==> config.mk <==
export PLATFORM = sky130hd
export DESIGN_NAME = cdb_result_queue
export DESIGN_NICKNAME = d
export VERILOG_FILES = /design/src/rtl/tomasulo_pkg.sv /design/src/rtl/cdb_queue_storage.sv /design/src/rtl/cdb_result_queue.sv
export SDC_FILE = /design/constraint.sdc
export NUM_CORES = 1
export LEC_CHECK = 0
export ABC_AREA = 1
export CAP_MARGIN = 20
export CORE_AREA = 4 4 148 150
export DETAILED_ROUTE_END_ITERATION = 6
export DIE_AREA = 0 0 152 154
export DONT_BUFFER_PORTS = 1
export GPL_TIMING_DRIVEN = 0
export PLACE_DENSITY_LB_ADDON = 0.2
export SLEW_MARGIN = 20
export SYNTH_ARGS = -nofsm -noshare
export SYNTH_HDL_FRONTEND = slang
export SYNTH_SLANG_ARGS = --single-unit
==> constraint.sdc <==
create_clock -name clk -period 4.45 [get_ports clk]
set_clock_uncertainty 0.15 [all_clocks]
set_input_delay 0.2225 -clock clk [delete_from_list [all_inputs] [get_ports clk]]
set_output_delay 0.2225 -clock clk [all_outputs]
set_load 0.005 [all_outputs]
==> src/rtl/tomasulo_pkg.sv <==
// Shared Tomasulo definitions: default widths, CDB source IDs and the CDB result record.
package tomasulo_pkg;

  localparam int unsigned TAG_WIDTH_DEF  = 4;
  localparam int unsigned DATA_WIDTH_DEF = 32;

  typedef enum logic [1:0] {
    CDB_SRC_ADD  = 2'd0,
    CDB_SRC_MUL  = 2'd1,
    CDB_SRC_LOAD = 2'd2,
    CDB_SRC_NONE = 2'd3
  } cdb_src_e;

  // Result record as broadcast on the CDB (default widths).
  typedef struct packed {
    logic [TAG_WIDTH_DEF-1:0]  tag;
    logic [DATA_WIDTH_DEF-1:0] data;
  } cdb_result_t;

endpackage

==> src/rtl/cdb_queue_storage.sv <==
// Entry array for the CDB result queue: one synchronous write port, one asynchronous read port.
module cdb_queue_storage #(
  parameter int unsigned DEPTH = 4,
  parameter int unsigned WIDTH = 36
) (
  input  logic                       clk,
  input  logic                       we,
  input  logic [$clog2(DEPTH)-1:0]   waddr,
  input  logic [WIDTH-1:0]           wdata,
  input  logic [$clog2(DEPTH)-1:0]   raddr,
  output logic [WIDTH-1:0]           rdata
);

  logic [WIDTH-1:0] mem [DEPTH];

  // Contents are don't-care after reset, so the array carries no reset.
  always_ff @(posedge clk) begin
    if (we) mem[waddr] <= wdata;
  end

  assign rdata = mem[raddr];

endmodule

==> src/rtl/cdb_result_queue.sv <==
// Per-unit FIFO of completed results feeding the CDB arbiter; pops the head on grant.
module cdb_result_queue
  import tomasulo_pkg::*;
#(
  parameter int unsigned TAG_WIDTH  = TAG_WIDTH_DEF,
  parameter int unsigned DATA_WIDTH = DATA_WIDTH_DEF,
  parameter int unsigned DEPTH      = 4
) (
  input  logic                       clk,
  input  logic                       rst,
  input  logic                       fu_valid,
  input  logic [TAG_WIDTH-1:0]       fu_tag,
  input  logic [DATA_WIDTH-1:0]      fu_data,
  output logic                       fu_ready,
  input  logic                       flush,
  output logic                       cdb_request,
  output logic [TAG_WIDTH-1:0]       cdb_tag,
  output logic [DATA_WIDTH-1:0]      cdb_data,
  input  logic                       cdb_grant,
  output logic [$clog2(DEPTH):0]     count,
  output logic                       overflow_err
);

  localparam int unsigned PTR_W   = $clog2(DEPTH);
  localparam int unsigned CNT_W   = PTR_W + 1;
  localparam int unsigned ENTRY_W = TAG_WIDTH + DATA_WIDTH;

  logic [PTR_W-1:0]   rd_ptr;
  logic [PTR_W-1:0]   wr_ptr;
  logic [ENTRY_W-1:0] head;
  logic               not_empty;
  logic               push;
  logic               pop;

  // Ready and request come only from registered occupancy, keeping the grant path loop-free.
  assign not_empty   = (count != '0);
  assign fu_ready    = (count < CNT_W'(DEPTH));
  assign cdb_request = not_empty & ~flush;
  assign push        = fu_valid & fu_ready & ~flush;
  assign pop         = cdb_grant & cdb_request;

  assign cdb_tag  = not_empty ? head[ENTRY_W-1 -: TAG_WIDTH] : '0;
  assign cdb_data = not_empty ? head[DATA_WIDTH-1:0]          : '0;

  cdb_queue_storage #(
    .DEPTH (DEPTH),
    .WIDTH (ENTRY_W)
  ) u_storage (
    .clk   (clk),
    .we    (push),
    .waddr (wr_ptr),
    .wdata ({fu_tag, fu_data}),
    .raddr (rd_ptr),
    .rdata (head)
  );

  // Pointers and occupancy; flush wins over push/pop, overflow flag is sticky until reset.
  always_ff @(posedge clk or posedge rst) begin
    if (rst) begin
      rd_ptr       <= '0;
      wr_ptr       <= '0;
      count        <= '0;
      overflow_err <= 1'b0;
    end else begin
      if (flush) begin
        rd_ptr <= '0;
        wr_ptr <= '0;
        count  <= '0;
      end else begin
        if (push) wr_ptr <= wr_ptr + PTR_W'(1);
        if (pop)  rd_ptr <= rd_ptr + PTR_W'(1);
        if (push && !pop)      count <= count + CNT_W'(1);
        else if (pop && !push) count <= count - CNT_W'(1);
      end
      if (fu_valid && !fu_ready && !flush) overflow_err <= 1'b1;
    end
  end

endmodule

==> impl_results.md, run 1 <==
- Commonest non-fill, non-tap cell in the layout: nor2_1
- Status: complete, no violations
- WP data arrival: 2350 ps
- N_diodes: 0
- Peak VDD IR: 0.000282 V
- CTS hold repair buffers: 41
- Mapped Area: 6090 µm²
- Post-layout util: 36.7%
- GRT Util Overall: 12.9%
- Fillers: 2008
- Tcrit/Tclk final: 53.5%
- Critical path depth in cells: 6
- Initial Util: 29.5%
- CTS tree: built
- Register area share after synthesis: 74.2%
- CTS Root Cell: clkbuf_16
- CP startpoint kind: flop
- Slew Limit Fails: 0
- Cts bufs inserted: 17
- Total number of yosys warnings: 0
- Crit-path slowest cell: nor2_4
- WP buf/inv: 3
- WL per Instance: 18.0 µm
- Routed vias: 3828
- Max stage delay on crit path: 600 ps
- CTS H-tree depth: 4
- CP Cell Sequence: inv_2, nand2_4, nor2_2, inv_1, nor2_4, buf_12
- Worst-margin pin slew: 717 ps
- Initial DRT Pass Iterations: 4
- Critical Path RT: 4420 ps
- Crit Path Class: reg2reg
- Internal cell power: 2.83 mW
- Largest net degree at the start of global routing: 21
- Global-route wire length before repair: 22700 µm
- Final setup viols: 0
- Rows: 53
- Share of cells above drive strength 1: 13.1%
- Worst-Skew Late Latency: 410 ps
- Hold Crit Class: in2async
- Nets: 599
- Setup repair bufs after CTS: 0
- Synth unique cells: 26
- Multi-input gate area: 1390 µm²
- Clock sink total: 152
- Slew HR: 52.1%
- Switching share of power: 31.3%
- Seq pwr share: 40.9%
- CP Max Fanout: 19
- Power per cell area: 542 nW/µm²
- Leak: 2.61 nW
- Reg clk slew, reported paths: 60 ps
- GPL Wtd Cong: 0.730
- I/O Pins: 83
- Core Box Area: 20700 µm²
- Die width: 152 µm
- Number of global-route vias before repair: 3730
- Tot Pwr: 4.12 mW
- Synthesis-to-finish area growth: 24.5%
- FF+latch area: 4520 µm²
- DP HPWL: 9360 µm
- Gate power share: 23.7%
- Post-Syn Instances: 488
- Initial antenna violation count: 0
- Worst-case reg-to-reg path depth: 6
- Remaining global-route overflow: 0
- Die height: 154 µm
- DR iter-0 viols: 218
- Commonest cells after routing, fill and taps aside: nor2_1, edfxtp_1, o21ai_0
- Die area: 23400 µm²
- DRC Markers: 0
- Seq cells post-synth: 152
- Antenna-violating nets left: 0
- # Max-Cap Violations: 0
- Critical path endpoint category: flop
- CP top delay family: simple AND/OR/NAND/NOR gates
- FMAX: 420 MHz
- Port bufs: 0
- Routed wire length: 15100 µm
- Setup repair after global routing missed its margin: no
- Worst-case clock buffer depth: 2
- Post-cts resize count: 0
- Synth Net Count: 534
- Final min period: 2380 ps
- Hold Fails Final Rpt: 0
- Syn Area/Cell: 12.5 µm²
- NetSw: 1.29 mW
- Mean number of vias per cell: 4.55
- Clock network fraction of total power: 35.3%
## routing by layer
metal,track usage (%),vias to the layer above,share of wire [%]
met5,0,-,0
met4,4.88,0,1.1
met3,3.66,13,5.3
met2,21.3,100,50
met1,16.1,1866,44
li1,-,1849,-
## registers in the layout (all words and copies together), names as in the netlist
name / cells
wr_ptr: 2
overflow_err: 1
count: 3
u_storage.mem: 144
rd_ptr: 2
## kinds of logic after synthesis
kind of cell | synth area share, %
compound gates | 9.69
fa+ha+maj | 1.15
buf+inv | 3.49
flops | 74.2
simple gates | 11.4
## through the flow
step	setup slack [ps]	std cells	hold WS, ps	instance area [µm²]	setup TNS, ps
global route	1910	841	81.7	7590	0
global placement	-105	763	-70.5	6440	-10500
detailed placement	2020	768	-63.0	6580	0
floorplan	1480	488	-112	6090	0
finish	2070	841	55.5	7590	0
CTS	2000	841	16.3	7590	0
## cells in the mapped netlist
| master | instances | area share (%) |
|---|---|---|
| a21oi_1 | 36 | 3.0 |
| a21oi_2 | 1 | 0.14 |
| a31o_2 | 1 | 0.14 |
| buf_2 | 13 | 1.1 |
| buf_4 | 6 | 0.74 |
| buf_6 | 2 | 0.37 |
| clkbuf_1 | 4 | 0.25 |
| clkbuf_2 | 1 | 0.082 |
| dfrtp_1 | 8 | 3.3 |
| edfxtp_1 | 144 | 71 |
| fa_1 | 1 | 0.33 |
| ha_1 | 4 | 0.82 |
| inv_1 | 11 | 0.68 |
| inv_2 | 5 | 0.31 |
| nand2_1 | 11 | 0.68 |
| nand2_2 | 1 | 0.10 |
| nand2_4 | 2 | 0.37 |
| nand3_1 | 4 | 0.33 |
| nand3_4 | 1 | 0.29 |
| nand3b_1 | 1 | 0.12 |
| nand4_1 | 1 | 0.10 |
| nor2_1 | 150 | 9.2 |
| nor2_2 | 2 | 0.21 |
| o21ai_0 | 56 | 4.6 |
| o21ai_1 | 21 | 1.7 |
| o31ai_1 | 1 | 0.12 |
## area by class of cell
| class | instances | area share [%] |
|---|---|---|
| Tap cell | 275 | 4.53 |
| Clock buffer | 18 | 5.65 |
| Sequential cell | 152 | 59.6 |
| Clock inverter | 14 | 2.29 |
| Multi-Input combinational cell | 294 | 18.3 |
| Inverter | 16 | 0.791 |
| Timing Repair Buffer | 46 | 6.82 |
| Buffer | 26 | 2.01 |
## path summary, 6_finish.rpt
check	to	slack [ps]	from
worst min-delay path	count[0]	60	rst
min in group clk	count[1]	60	cdb_grant
max in group asynchronous	wr_ptr[0]	3850	rst
worst max-delay path	u_storage.mem[2][14]	2070	count[2]
worst max register to register	u_storage.mem[2][14]	2070	count[2]
worst min register to register	overflow_err	350	overflow_err
## power by group through the flow
stage	combinational [mW]	sequential, mW	clock (mW)
final	0.977	1.68	1.45
after global routing	1.12	1.69	1.55
after CTS	1.02	1.69	1.50
after detailed placement	0.973	1.72	0
after global placement	0.942	1.72	0
after floorplan	0.622	1.71	0
(Power assumes the default switching activity.)
==> run 2: changes to the inputs <==
==> constraint.sdc (replaced) <==
create_clock -name clk -period 2.48 [get_ports clk]
set_clock_uncertainty 0.15 [all_clocks]
set_input_delay 0.124 -clock clk [delete_from_list [all_inputs] [get_ports clk]]
set_output_delay 0.124 -clock clk [all_outputs]
set_load 0.005 [all_outputs]
==> impl_results.md, run 2 (synthesized netlist as in run 1, its figures left out) <==
- Seq pwr share: 40.8% (about the same)
- Hold Crit Class: in2reg
- FMAX: 460 MHz
- Largest register FFs: 144 (unchanged)
- Clock sink total: 152 (unchanged)
- Nets: 610 (+1.8%)
- M1 wire length: 6760 µm (+2.4%)
- Critical path endpoint category: output pin
- DR iter-0 viols: 213 (-2.3%)
- Routed wire length: 15100 µm (+0.20%)
- DP HPWL: 9360 µm (unchanged)
- Setup repair after global routing missed its margin: no
- Die width: 152 µm (unchanged)
- Global-route wire length before repair: 22700 µm (about the same)
- Crit Path Class: reg2out
- Post-layout util: 37.3% (+0.59 points)
- Slew Limit Fails: 0 (unchanged)
- Status: complete, no violations
- Clock network fraction of total power: 35.2% (about the same)
- Most flops, register: u_storage.mem
- Initial antenna violation count: 0 (unchanged)
- Leak: 2.67 nW (+2.6%)
- GRT Util Overall: 12.9% (about the same)
- Max stage delay on crit path: 420 ps (-180 ps)
- Placed inst area: 6580 µm² (unchanged)
- Crit-path slowest cell: clkbuf_1
- Number of global-route vias before repair: 3729 (-0.027%)
- Fillers: 2002 (-0.30%)
- Internal cell power: 5.10 mW (+80%)
- Peak VDD IR: 0.000506 V (+79%)
- CP Cell Sequence: buf_6, inv_2, clkbuf_1, o21ai_0, a21oi_1
- Reg clk slew, reported paths: 60 ps (about the same)
- Cts bufs inserted: 17 (unchanged)
- Worst-case clock buffer depth: 2 (unchanged)
- Largest registers: u_storage.mem (144), count (3)
- Commonest non-fill, non-tap cell in the layout: nor2_1
- WL per Instance: 17.8 µm (-1.1%)
- GPL Wtd Cong: 0.730 (unchanged)
- Critical Path RT: 2210 ps (-2210 ps)
- Switching share of power: 31.2% (-0.039 points)
- Mean number of vias per cell: 4.51 (-0.83%)
- Worst-Skew Late Latency: 410 ps (about the same)
- Worst-margin pin slew: 605 ps (-112 ps)
- Die height: 154 µm (unchanged)
- N_diodes: 0 (unchanged)
- Uppermost layer routed: met4
- Gate power share: 24.0% (+0.3 points)
- Met3 WL: 715 µm (-10%)
- Core Box Area: 20700 µm² (unchanged)
- Routed vias: 3846 (+0.47%)
- CTS tree: built
- Slew HR: 59.7% (+7.6 points)
- NetSw: 2.32 mW (+80%)
- Hold Fails Final Rpt: 0 (unchanged)
- CP top delay family: buffers and inverters
- Power per cell area: 961 nW/µm² (+77%)
- WP buf/inv: 3 (unchanged)
- WP data arrival: 1900 ps (-450 ps)
- Largest net degree at the start of global routing: 21 (unchanged)
- Met2 WL: 7520 µm (-0.38%)
- # Max-Cap Violations: 0 (unchanged)
- Synthesis-to-finish area growth: 26.5%
- Rows: 53 (unchanged)
- Die area: 23400 µm² (unchanged)
- I/O Pins: 83 (unchanged)
- Initial Util: 29.5% (unchanged)
- DRC Markers: 0 (unchanged)
- Port bufs: 0 (unchanged)
- Commonest cells after routing, fill and taps aside: nor2_1, edfxtp_1, o21ai_0
- Fin area: 7710 µm² (+1.6%)
- Tcrit/Tclk final: 87.7%
- Share of cells above drive strength 1: 14.6% (+1.5 points)
- Final setup viols: 0 (unchanged)
- CP startpoint kind: flop
- CP Max Fanout: 10 (-9)
- Remaining global-route overflow: 0 (unchanged)
- CTS H-tree depth: 4 (unchanged)
- Initial DRT Pass Iterations: 4 (unchanged)
- CTS Root Cell: clkbuf_16
- Antenna-violating nets left: 0 (unchanged)
- Final min period: 2170 ps
[run 2: changes by cell type in the layout (fill, tap and decap cells not counted)]
| cell | previous run | this run |
|---|---|---|
| buf_12 | 4 | 7 |
| dlygate4sd3_1 | 41 | 42 |
| buf_4 | 6 | 13 |
[run 2: worst paths after layout]
check / from / to / slack (ps) / cells past startpoint
min reg2reg: overflow_err / overflow_err / 360 / 1
max: rd_ptr[0] / cdb_data[17] / 310 / 5
max in group asynchronous: rst / wr_ptr[0] / 1370 / 3
min: fu_data[23] / u_storage.mem[2][23] / 250 / 1
min in group asynchronous: rst / count[0] / 530 / 3
max reg2reg: count[2] / u_storage.mem[1][31] / 430 / 7
[run 2: power by group through the flow]
stage | sequential [mW] | combinational (mW) | clock [mW]
CTS | 3.03 | 1.83 | 2.69
finish | 3.02 | 1.78 | 2.61
global placement | 3.09 | 1.69 | 0
global route | 3.03 | 2.03 | 2.78
floorplan | 3.07 | 1.12 | 0
detailed placement | 3.08 | 1.75 | 0
[run 2: worst register-to-register path, stage by stage, from the launching register on]
cell,delay [ps]
dfrtp_1,430
inv_2,150
nand2_4,70
nor2_2,200
inv_1,220
nor2_4,150
buf_12,190
buf_16,190
[run 2: metal layers]
layer / global-route usage (%) / up-vias
met5: 0 / -
met4: 4.71 / 0
met3: 3.63 / 11
met2: 21.4 / 75
met1: 16.1 / 1887
li1: - / 1873
[run 2: final cells by class]
type,count,area [µm²],share of cell area (%)
Buffer,26,153,1.98
Clock buffer,18,429,5.56
Clock inverter,14,174,2.26
Inverter,16,60.1,0.779
Multi-Input combinational cell,294,1390,18.0
Sequential cell,152,4520,58.7
Tap cell,275,344,4.46
Timing Repair Buffer,57,641,8.31
[run 2: metrics by stage]
step | total power [mW] | instances | setup TNS (ps) | setup WS [ps] | hold slack [ps]
6_report | 7.41 | 852 | 0 | 306 | 253
5_1_grt | 7.84 | 852 | 0 | 139 | 249
4_1_cts | 7.55 | 842 | 0 | 32.5 | 226
3_5_place_dp | 4.83 | 768 | 0 | 47.9 | -162
3_3_place_gp | 4.78 | 763 | -294180 | -2080 | -169
2_1_floorplan | 4.19 | 488 | -71240 | -495 | -210
[run 2: timing repair]
action                     in CTS  in global routing
hold buffers                   42                  0
setup endpoints to repair       0                 58
setup buffers                   0                 10
resized for setup               0                  0
hold endpoints to repair      160                  0
